## src/rtl/csr_excp_ctrl.sv

```systemverilog
// Exception / ERTN sequencer: owns CRMD, PRMD, ESTAT, ERA, BADV, EENTRY,
// stalls and flushes on a writeback report, then redirects the IFU.
module csr_excp_ctrl #(
  parameter logic [31:0] EENTRY_RST = 32'h1c000000
) (
  input  logic        clk,
  input  logic        resetn,
  input  logic        wb_valid,
  output logic        wb_ready,
  input  logic [31:0] wb_pc,
  input  logic        wb_excp,
  input  logic [5:0]  wb_ecode,
  input  logic [8:0]  wb_esubcode,
  input  logic        wb_badv_valid,
  input  logic [31:0] wb_badv,
  input  logic        wb_ertn,
  output logic        excp_flush,
  output logic        redirect_valid,
  input  logic        redirect_ready,
  output logic [31:0] redirect_pc,
  input  logic        csr_we,
  input  logic [13:0] csr_waddr,
  input  logic [31:0] csr_wdata,
  input  logic [13:0] csr_raddr,
  output logic [31:0] csr_rdata,
  output logic [1:0]  crmd_plv,
  output logic        crmd_ie
);

  localparam logic [13:0] ADDR_CRMD   = 14'h0;
  localparam logic [13:0] ADDR_PRMD   = 14'h1;
  localparam logic [13:0] ADDR_ESTAT  = 14'h5;
  localparam logic [13:0] ADDR_ERA    = 14'h6;
  localparam logic [13:0] ADDR_BADV   = 14'h7;
  localparam logic [13:0] ADDR_EENTRY = 14'hC;

  typedef enum logic [1:0] {IDLE, FLUSH, REDIR} state_t;

  state_t state, next_state;

  // CSR fields
  logic        crmd_da;
  logic [1:0]  prmd_pplv;
  logic        prmd_pie;
  logic [5:0]  estat_ecode;
  logic [8:0]  estat_esub;
  logic [31:0] era, badv;
  logic [25:0] eentry_va;

  // Next CSR values
  logic [1:0]  plv_n, pplv_n;
  logic        ie_n, da_n, pie_n;
  logic [5:0]  ecode_n;
  logic [8:0]  esub_n;
  logic [31:0] era_n, badv_n;
  logic [25:0] eentry_n;

  // Latched report
  logic        lat_exc, lat_badv_valid;
  logic [31:0] lat_pc, lat_badv;
  logic [5:0]  lat_ecode;
  logic [8:0]  lat_esub;

  logic        hw_exc, hw_ertn, accept;
  logic        wb_ready_d, excp_flush_d, redirect_valid_d;
  logic [31:0] redirect_pc_d;

  assign accept  = (state == IDLE) && wb_valid && (wb_excp || wb_ertn);
  assign hw_exc  = (state == FLUSH) && lat_exc;
  assign hw_ertn = (state == FLUSH) && !lat_exc;

  // State register
  always_ff @(posedge clk or negedge resetn) begin
    if (!resetn) state <= IDLE;
    else         state <= next_state;
  end

  // Next-state logic
  always_comb begin
    next_state = state;
    case (state)
      IDLE:    if (accept) next_state = FLUSH;
      FLUSH:   next_state = REDIR;
      REDIR:   if (redirect_ready) next_state = IDLE;
      default: next_state = IDLE;
    endcase
  end

  // Output next values; redirect target captured on FLUSH -> REDIR from post-update CSRs
  always_comb begin
    wb_ready_d       = (next_state == IDLE);
    excp_flush_d     = (next_state == FLUSH);
    redirect_valid_d = (next_state == REDIR);
    redirect_pc_d    = redirect_pc;
    if (state == FLUSH) redirect_pc_d = lat_exc ? {eentry_n, 6'b0} : era_n;
  end

  // Registered outputs
  always_ff @(posedge clk or negedge resetn) begin
    if (!resetn) begin
      wb_ready       <= 1'b1;
      excp_flush     <= 1'b0;
      redirect_valid <= 1'b0;
      redirect_pc    <= 32'h0;
    end else begin
      wb_ready       <= wb_ready_d;
      excp_flush     <= excp_flush_d;
      redirect_valid <= redirect_valid_d;
      redirect_pc    <= redirect_pc_d;
    end
  end

  // Capture the accepted report; both flags high counts as an exception
  always_ff @(posedge clk or negedge resetn) begin
    if (!resetn) begin
      lat_exc        <= 1'b0;
      lat_pc         <= 32'h0;
      lat_ecode      <= 6'h0;
      lat_esub       <= 9'h0;
      lat_badv_valid <= 1'b0;
      lat_badv       <= 32'h0;
    end else if (accept) begin
      lat_exc        <= wb_excp;
      lat_pc         <= wb_pc;
      lat_ecode      <= wb_ecode;
      lat_esub       <= wb_esubcode;
      lat_badv_valid <= wb_badv_valid;
      lat_badv       <= wb_badv;
    end
  end

  // CSR next values: software write first, hardware update overrides per field
  always_comb begin
    plv_n    = crmd_plv;
    ie_n     = crmd_ie;
    da_n     = crmd_da;
    pplv_n   = prmd_pplv;
    pie_n    = prmd_pie;
    ecode_n  = estat_ecode;
    esub_n   = estat_esub;
    era_n    = era;
    badv_n   = badv;
    eentry_n = eentry_va;
    if (csr_we) begin
      case (csr_waddr)
        ADDR_CRMD:   begin plv_n = csr_wdata[1:0]; ie_n = csr_wdata[2]; da_n = csr_wdata[3]; end
        ADDR_PRMD:   begin pplv_n = csr_wdata[1:0]; pie_n = csr_wdata[2]; end
        ADDR_ESTAT:  begin ecode_n = csr_wdata[21:16]; esub_n = csr_wdata[30:22]; end
        ADDR_ERA:    era_n = csr_wdata;
        ADDR_BADV:   badv_n = csr_wdata;
        ADDR_EENTRY: eentry_n = csr_wdata[31:6];
        default:     ;
      endcase
    end
    if (hw_exc) begin
      pplv_n  = crmd_plv;
      pie_n   = crmd_ie;
      plv_n   = 2'b0;
      ie_n    = 1'b0;
      era_n   = lat_pc;
      ecode_n = lat_ecode;
      esub_n  = lat_esub;
      if (lat_badv_valid) badv_n = lat_badv;
    end
    if (hw_ertn) begin
      plv_n = prmd_pplv;
      ie_n  = prmd_pie;
    end
  end

  // CSR registers
  always_ff @(posedge clk or negedge resetn) begin
    if (!resetn) begin
      crmd_plv    <= 2'b0;
      crmd_ie     <= 1'b0;
      crmd_da     <= 1'b1;
      prmd_pplv   <= 2'b0;
      prmd_pie    <= 1'b0;
      estat_ecode <= 6'h0;
      estat_esub  <= 9'h0;
      era         <= 32'h0;
      badv        <= 32'h0;
      eentry_va   <= EENTRY_RST[31:6];
    end else begin
      crmd_plv    <= plv_n;
      crmd_ie     <= ie_n;
      crmd_da     <= da_n;
      prmd_pplv   <= pplv_n;
      prmd_pie    <= pie_n;
      estat_ecode <= ecode_n;
      estat_esub  <= esub_n;
      era         <= era_n;
      badv        <= badv_n;
      eentry_va   <= eentry_n;
    end
  end

  // CSR read mux
  always_comb begin
    case (csr_raddr)
      ADDR_CRMD:   csr_rdata = {28'b0, crmd_da, crmd_ie, crmd_plv};
      ADDR_PRMD:   csr_rdata = {29'b0, prmd_pie, prmd_pplv};
      ADDR_ESTAT:  csr_rdata = {1'b0, estat_esub, estat_ecode, 16'b0};
      ADDR_ERA:    csr_rdata = era;
      ADDR_BADV:   csr_rdata = badv;
      ADDR_EENTRY: csr_rdata = {eentry_va, 6'b0};
      default:     csr_rdata = 32'h0;
    endcase
  end

endmodule

```

## config.mk

```make
export PLATFORM = sky130hd
export DESIGN_NAME = csr_excp_ctrl
export DESIGN_NICKNAME = d
export VERILOG_FILES = /design/src/rtl/csr_excp_ctrl.sv
export SDC_FILE = /design/constraint.sdc
export NUM_CORES = 1
export LEC_CHECK = 0
export ABC_AREA = 1
export CORE_ASPECT_RATIO = 1.5
export CORE_MARGIN = 2
export CORE_UTILIZATION = 48
export DETAILED_ROUTE_END_ITERATION = 8
export GPL_TIMING_DRIVEN = 0
export PLACE_DENSITY = 0.77
export RECOVER_POWER = 25
export SLEW_MARGIN = 25
export SYNTH_ARGS = -nofsm -noshare
export SYNTH_HDL_FRONTEND = slang
export SYNTH_SLANG_ARGS = --single-unit
```

## constraint.sdc

```tcl
create_clock -name clk -period 2.3 [get_ports clk]
set_clock_uncertainty 0.2 [all_clocks]
set_input_delay 0.575 -clock clk [delete_from_list [all_inputs] [get_ports clk]]
set_output_delay 0.575 -clock clk [all_outputs]
set_load 0.005 [all_outputs]
```

### Word level (Yosys, flattened, before mapping)

Index checks and enable logic that the tools add are counted.

| operators by class | value |
|---|---|
| eq/ne operators | 14 |
| multiplexer cells | 34 |
| reduce and logical (&&, ||, !) cells | 19 |

Operators by type and width:

| cell | number |
|---|---|
| two-way mux 32 bit | 8 |
| case mux 32 bit (6 select lines) | 1 |
| == test 14 x 3 -> 1 bit, second input constant | 6 |
| two-way mux 26 bit | 2 |
| == test 14 x 1 -> 1 bit, second input constant | 2 |
| == test 14 x 4 -> 1 bit, second input constant | 2 |
| zero test 14 bit | 2 |
| two-way mux 9 bit | 3 |
| two-way mux 2 bit | 9 |
| two-way mux 6 bit | 3 |
| AND reduction 2 bit | 4 |
| two-way mux 1 bit | 7 |
| case mux 2 bit (3 select lines) | 1 |
| nonzero test 2 bit | 3 |
| nonzero test 3 bit | 2 |
| == test 2 x 1 -> 1 bit, second input constant | 2 |
| == test 2 bit, second input constant | 2 |
| logical AND 1 bit | 4 |
| zero test 2 bit | 2 |
| zero test 1 bit | 1 |
| logical OR 1 bit | 1 |

| storage, ports and cells | value |
|---|---|
| register bits | 230 |
| logic and storage cells | 88 |

### Depth between registers and ports, before layout

Gate-level depths: netlist of run 1.

| depth | value |
|---|---|
| depth in word-level cells | 6 |
| mapped depth | 10 |

### Worst setup path before layout of run 1

OpenSTA, ideal clock, no wires.

| path | value |
|---|---|
| kind | input to output |
| start | in csr_raddr[9] |
| end | out csr_rdata[10] |
| data arrival time | 1.569 ns |
| slack | -0.044 ns |
| cell stages on the path | 8 |
| buffers on the path | 1 |
| path through | nor2_1 -> nand3_1 -> nor3_2 -> nand2_2 -> nor2_4 -> buf_4 -> nand2_1 -> nand3_1 |

| between the ends | value |
|---|---|
| word-level cells in the longest chain between the ends | 2 |
| elaborated cells on any way between the ends | 7 |
| classes of those cells | eq/ne: 5; mux: 1; reduce/logical: 1 |

Ends and longest elaborated chain:

| element | line | source |
|---|---|---|
| from (decl) | 24 | `input logic [13:0] csr_raddr,` |
| == test 14 x 4 -> 1 bit, or another cell as far along | 200 | `case (csr_raddr)` |
| case mux 32 bit (6 select lines) * | 200 |  |
| to (decl) | 25 | `output logic [31:0] csr_rdata,` |

Mark *: on every way between the ends. The rest lies on a longest branch, timed or not.

### Final worst setup path of run 1

| path | value |
|---|---|
| start | in csr_raddr[10] |
| end | out csr_rdata[19] |

Same word-level chain as after synthesis.

==> run metrics, run 1 <==
outcome finished with violations; failing checks negative setup slack; Finished Layout Cells 2142; combinational fraction of design power 26.6%; worst min path class reg -> reg; CP Data Arrival Time between 1.5 and 2 ns; antenna-violating nets left 0; commonest cells in the netlist nand2_1, dfrtp_1, nand3_1; Leak Pwr 8.00 nW; Sw Share approximately a third; worst endpoint required time between 1.5 and 2 ns; relative slew slack roughly a third; nets 1952; fin. max-slew vios 0; Reg power frac a little under half; CP Max Fanout 7; H-Tree Depth 1; initial antenna violation count 1; hold path startpoint lat_pc[9]; Yosys warning count 0; max_cap viols 0; EDFF count, synth 0; Post-synth ARST share 100%; Area Growth Syn to Fin 38.9%; Net Count, Synth 1664; Reg area 5760 um^2; Cell Count Post-Placement 2054; first-pass GRT wire length approximately 65000 um; Vias per Instance 5.62; cell with the most instances after synthesis nand2_1; grt ovf 0; clk buf depth 3; Worst R2R Setup Slack 0.11 ns; final period utilization 120%; end of the worst hold path lat_pc[9]; unrepaired setup endpoints after global routing yes; CTS tree built; Cell variety after synth 32; row cnt 69; chip width approximately 130 um; clock latency at the later pin of the worst-skew pair 0.53 ns; area leader, netlist dfrtp_1; Multi-input gate area 5140 um^2; hold slack 0.280 ns; CTS Buf Count 23; clk sinks 230; origin of the critical flop-to-flop path state[0]; crit path kind in -> out; number of synthesized register bits 230; Die H 193 um; sequential fraction of the synthesis area 50.3%; setup ws final -0.468 ns; top cells by area, synth dfrtp_1, nand2_1, nand3_1; Top FF cell, synth dfrtp_1; hold path cells 2; number of global-route vias before repair 12.1k; Peak VDD IR ~0.66 mV; Detailed Place HPWL about 31000 um; via count roughly 12k; Core Box Area 23600 um^2; Internal 9.89 mW; drt pass-1 iters 6; post-synthesis area per instance 7.55 um^2; Initial Utilization 48.6%; Port Buf Inserts 216; share of layout cells above drive strength 1 17.3%; die area around 25000 um^2; clock power share 27.8%; final core occ 67.5%; Tmin final 2.77 ns; Worst Setup Start Kind input pin; drt total wl 43200 um; Root Driver clkbuf_16; post-detailed-route wirelength per cell 20.2 um; maximum clock rate between 300 and 400 MHz; gpl congestion 0.975; residual DRC count 0; Net Switching 5.12 mW; GR Util All Layers between 30% and 40%; post-synth top area share between 40% and 50%; r2r worst-path depth 8; number of top-level pins between 200 and 250; Cells after Synth 1517; CP endpoint kind primary output; Pwr Density about 940 nW/um^2; RR Endpoint redirect_pc[0]; Clock transition at path regs ~0.070 ns; Fill cells 1931; setup violators final 32; largest net degree at the start of global routing between 90 and 100; Synth Cell Area 11500 um^2; final hold vios 0; Worst-Margin Slew 1.02 ns; Fin Setup TNS -12.46 ns; initial drt markers 1207
## metal layers
metal  global-route usage, %  part of all wire, %
met4                    27.0                   10
met5                       0                    0
met2                    56.4                   48
met3                    4.04                  7.6
met1                    40.1                   34
## power groups by stage
stage,Combinational (mW),Clock (mW),Sequential (mW)
floorplan,2.16,0,6.35
global placement,3.74,0,6.76
detailed placement,3.87,0,6.78
CTS,3.96,4.16,6.80
global route,4.48,4.33,6.96
finish,3.99,4.18,6.85
## cells in the final DEF, fill, tap and decap left out, types with 5 or more instances in the layout
cell type        synthesis  layout
nor2_2                   6       6
clkbuf_2                 0      10
o21ai_1                 15      15
clkbuf_8                 0       6
dfrtp_1                225     225
buf_8                    0       8
nand2_2                  3      20
nand2_1                526     491
nand3_2                  1      39
clkbuf_1                30      22
inv_1                  162     156
nor2_1                  30      24
buf_16                   0       5
buf_4                    2      18
and2_1                  26      26
clkdlybuf4s50_1          0     168
a21oi_1                 32      32
clkbuf_16                0      23
nand4_1                 40      40
a31oi_1                 12      12
buf_2                   50      63
nand3_4                  1       5
nand3_1                212     170
buf_6                    2      44
nor2_4                   5      11
buf_1                    5       5
clkbuf_4                 0       5
o21ai_0                112     111
inv_2                    4       8
dfstp_2                  5       5
nand2_4                  0      18
## critical path, stage by stage
cell and delay, ns:
buf_6 0.10, nor2_4 0.12, nand3_4 0.12, nor3_4 0.25
buf_12 0.17, buf_6 0.10, buf_8 0.10, nand4_1 0.18
nand3_2 0.17, buf_6 0.11
## timing repair
item	4_1_cts	5_1_grt
endpoints found under the setup margin	64	57
setup buffers	31	8
cloned	7	0
gates resized for setup	334	58
hold buffers	1	0
pin swaps	47	26
endpoints found under the hold margin	62	0
## state kept, by name, indices dropped and copies added (netlist names), 9 cells and up
register     count
eentry_va       26
redirect_pc     32
lat_badv        32
era             32
badv            32
lat_esub         9
estat_esub       9
lat_pc          32
## kinds of logic after synthesis
family,after synthesis,share of synthesized area (%)
buffers and inverters,256,9.13
AOI/OAI and AO/OA,174,7.78
and+or+nand+nor,857,32.8
DFF,230,50.3
## how the worst max path moves through the flow
stage             startpoint       endpoint  cells after the start
2_1_floorplan  csr_raddr[13]  csr_rdata[10]                      8
3_3_place_gp          resetn     excp_flush                      1
3_5_place_dp    csr_raddr[3]   csr_rdata[4]                      9
4_1_cts         csr_raddr[7]  csr_rdata[18]                     13
5_1_grt         csr_raddr[5]   csr_rdata[0]                     12
6_report       csr_raddr[10]  csr_rdata[19]                     10
## through the flow
step                      power, mW  instance area, um^2  setup slack (ns)
after floorplan                8.50                11500           -0.0152
after global placement         10.5                14100             -9.32
after detailed placement       10.6                14100             -1.45
after CTS                      14.9                15700            -0.387
after global routing           15.8                15900            -0.521
final                          15.0                15900            -0.468
## final cells by class
cell class | instances | area share [%]
clock buffer | 30 | 4.16
multi-input combinational | 1031 | 32.3
clock inverter | 11 | 1.04
timing repair buffer | 264 | 16.4
antenna | 2 | 0.0315
buffer | 88 | 3.32
tap | 319 | 2.51
sequential | 230 | 36.2
inverter | 167 | 3.97
Power figures use the tool's default switching activity.
==> run 2: changes to the inputs <==
--- a/config.mk
+++ b/config.mk
@@ -8,10 +8,10 @@
 export ABC_AREA = 1
 export CORE_ASPECT_RATIO = 1.5
 export CORE_MARGIN = 2
-export CORE_UTILIZATION = 48
+export CORE_UTILIZATION = 51
 export DETAILED_ROUTE_END_ITERATION = 8
 export GPL_TIMING_DRIVEN = 0
-export PLACE_DENSITY = 0.77
+export PLACE_DENSITY = 0.78
 export RECOVER_POWER = 25
 export SLEW_MARGIN = 25
 export SYNTH_ARGS = -nofsm -noshare
==> constraint.sdc (replaced) <==
create_clock -name clk -period 2.81 [get_ports clk]
set_clock_uncertainty 0.2 [all_clocks]
set_input_delay 0.7025 -clock clk [delete_from_list [all_inputs] [get_ports clk]]
set_output_delay 0.7025 -clock clk [all_outputs]
set_load 0.005 [all_outputs]
==> run 2 against run 1 <==
Against the previous run: the run ends with max-capacitance violations, max-slew violations, negative setup slack left; clock power shrank 25%; critical path depth is the same; final cell count shrank 2.8%; first-iteration DRC count shrank 6.8%; flip-flop and latch count is the same; critical path type unchanged.
==> run metrics, run 2 (synthesis gave the netlist of run 1 again) <==
outcome finished with violations (unchanged); failing checks max-capacitance violations, max-slew violations, negative setup slack (was negative setup slack); GR Util All Layers 35.7% (was 34.3%); drt pass-1 iters 6 (unchanged); share of layout cells above drive strength 1 16.7% (was 17.3%); clk sinks 230 (unchanged); largest net degree at the start of global routing 85 (was 92); Cell Count Post-Placement 2011 (was 2054); r2r worst-path depth 6 (was 8); clk buf depth 3 (unchanged); unrepaired setup endpoints after global routing yes (unchanged); antenna-violating nets left 0 (unchanged); Area Growth Syn to Fin 36.8% (was 38.9%); Worst-Margin Slew 1.88 ns (was 1.02 ns); fin. max-slew vios 67 (was 0); Clock transition at path regs 0.06 ns (was 0.07 ns); met1 Use GR 41.3% (was 40.1%); die area 23700 um^2 (was 25100 um^2); Core Box Area 22200 um^2 (was 23600 um^2); final hold vios 0 (unchanged); RR Endpoint lat_ecode[4] (was redirect_pc[0]); chip width 126 um (was 130 um); CP Max Fanout 7 (unchanged); number of top-level pins 217 (unchanged); gr busiest metal met2 (unchanged); via count 11.9k (was 12.0k); setup ws final -0.242 ns (was -0.468 ns); worst stage delay on the critical path 0.28 ns (was 0.25 ns); hold path cells 2 (unchanged); origin of the critical flop-to-flop path state[1] (was state[0]); clock latency at the later pin of the worst-skew pair 0.52 ns (was 0.53 ns); number of global-route vias before repair 11.9k (was 12.1k); nets 1938 (was 1952); commonest cells after routing, fill and taps aside nand2_1, dfrtp_1, nand3_1 (unchanged); drt total wl 42700 um (was 43200 um); Net Switching 4.11 mW (was 5.12 mW); Root Driver clkbuf_16 (unchanged); Tmin final 3.05 ns; most common cell after layout, fill and taps aside nand2_1 (unchanged); maximum clock rate 328 MHz; Initial Utilization 51.6% (was 48.6%); residual DRC count 0 (unchanged); Port Buf Inserts 216 (unchanged); worst min path class reg -> reg (unchanged); relative slew slack -25.5% (was 32.0%); crit path kind in -> out (unchanged); final period utilization 109%; Fin Setup TNS -5.08 ns (was -12.46 ns); Peak VDD IR 0.691 mV (was 0.658 mV); clock power share 26.2% (was 27.8%); initial drt markers 1125 (was 1207); CTS tree built (unchanged); Pwr Density 765 nW/um^2 (was 944 nW/um^2); total power 12.0 mW (was 15.0 mW); GRT met2 Usage 60.7% (was 56.4%); Detailed Place HPWL 31100 um (was 30900 um); worst endpoint required time 1.91 ns (was 1.52 ns); grt ovf 0 (unchanged); Finished Layout Cells 2083 (was 2142); CP endpoint kind primary output (unchanged); setup violators final 32 (unchanged); first-pass GRT wire length 64700 um (was 65300 um); max_cap viols 1 (was 0); end of the worst hold path era[6] (was lat_pc[9]); hold path startpoint lat_pc[6] (was lat_pc[9]); combinational fraction of design power 27.1% (was 26.6%); CTS Buf Count 23 (unchanged); Internal 7.89 mW (was 9.89 mW); initial antenna violation count 0 (was 1); Sw Share 34.2% (was 34.1%); row cnt 67 (was 69); H-Tree Depth 1 (unchanged); Critical Path, Cell by Cell clkdlybuf4s15_2 > nor3_4 > buf_6 > nand2_4 > inv_4 > buf_6 > buf_8 > nand2_4 > nand2_2 > clkdlybuf4s15_2 (was buf_6 > nor2_4 > nand3_4 > nor3_4 > buf_12 > buf_6 > buf_8 > nand4_1 > nand3_2 > buf_6); post-detailed-route wirelength per cell 20.5 um (was 20.2 um); gpl congestion 0.985 (was 0.975); M3 GR Usage 4.02% (was 4.04%); CP Data Arrival Time 2.15 ns (was 1.99 ns); Reg power frac 46.7% (was 45.6%); Leak Pwr 7.85 nW (was 8.00 nW); slowest cell on the critical path clkdlybuf4s15_2 (was nor3_4); antenna cells 0 (was 2); Die H 188 um (was 193 um); Worst Setup Start Kind input pin (unchanged); Worst R2R Setup Slack 0.51 ns (was 0.11 ns); Vias per Instance 5.71 (was 5.62)
-- run 2: changes by cell type in the layout (fill, tap and decap cells not counted), moves of 3 or more --
| cell | delta |
|---|---|
| buf_2 | +3 |
| clkbuf_2 | -7 |
| nand2_1 | -11 |
| nand2_2 | +9 |
| clkbuf_1 | +12 |
| inv_2 | +3 |
| clkdlybuf4s15_2 | +3 |
| buf_4 | -6 |
| buf_6 | -11 |
| clkbuf_4 | -5 |
-- run 2: layout make-up --
cell class / count / area (um^2)
fill: 1820 / 6540
sequential: 230 / 5760
multi-input combinational: 1031 / 5190
timing repair buffer: 250 / 2480
clock buffer: 33 / 663
inverter: 167 / 629
buffer: 88 / 515
tap: 276 / 345
clock inverter: 8 / 92.6
-- run 2: power by group through the flow --
stage          registers, mW  logic (mW)  clock network [mW]
4_1_cts                 5.53        3.23                3.15
3_3_place_gp            5.55        3.08                   0
5_1_grt                 5.69        3.66                3.29
6_report                5.59        3.25                3.15
2_1_floorplan           5.20        1.76                   0
3_5_place_dp            5.56        3.17                   0
-- run 2: layer usage --
metal | vias up | share of wire, %
met5 | - | 0
met4 | 0 | 8.9
met3 | 180 | 6.6
met2 | 645 | 49
met1 | 5672 | 35
li1 | 5403 | -
-- run 2: repair_timing --
item                                    4_1_cts  5_1_grt
setup buffers                                20        6
cloned                                        6        0
endpoints found under the setup margin       32       32
endpoints found under the hold margin        62        0
hold buffers                                  1        0
resized for setup                           288       89
pin swaps                                    30       39
-- run 2: worst max-delay path by stage --
stage	start	to	slack, ns	cells after the start
floorplan	csr_raddr[9]	csr_rdata[10]	0.21	8
finish	csr_raddr[3]	csr_rdata[4]	-0.24	10
CTS	csr_raddr[8]	csr_rdata[16]	-0.21	13
detailed placement	csr_raddr[11]	csr_rdata[31]	-1.29	10
global route	csr_raddr[3]	csr_rdata[28]	-0.27	10
global placement	resetn	excp_flush	-9.02	1
-- run 2: metrics by stage --
| step | utilization [%] | area [um^2] | hold WS (ns) | setup WS (ns) |
|---|---|---|---|---|
| 2_1_floorplan | - | 11500 | 0.207 | 0.211 |
| 3_3_place_gp | 62.9 | 14000 | 0.260 | -9.02 |
| 3_5_place_dp | 63.1 | 14000 | 0.262 | -1.29 |
| 4_1_cts | 68.9 | 15300 | 0.279 | -0.212 |
| 5_1_grt | 70.6 | 15700 | 0.294 | -0.269 |
| 6_report | 70.6 | 15700 | 0.278 | -0.242 |
-- run 2: critical path: cells and delay by family --
kind                   cells  cell delay (ns)
buffers and inverters      6             0.95
AND/OR/NAND/NOR            4             0.48
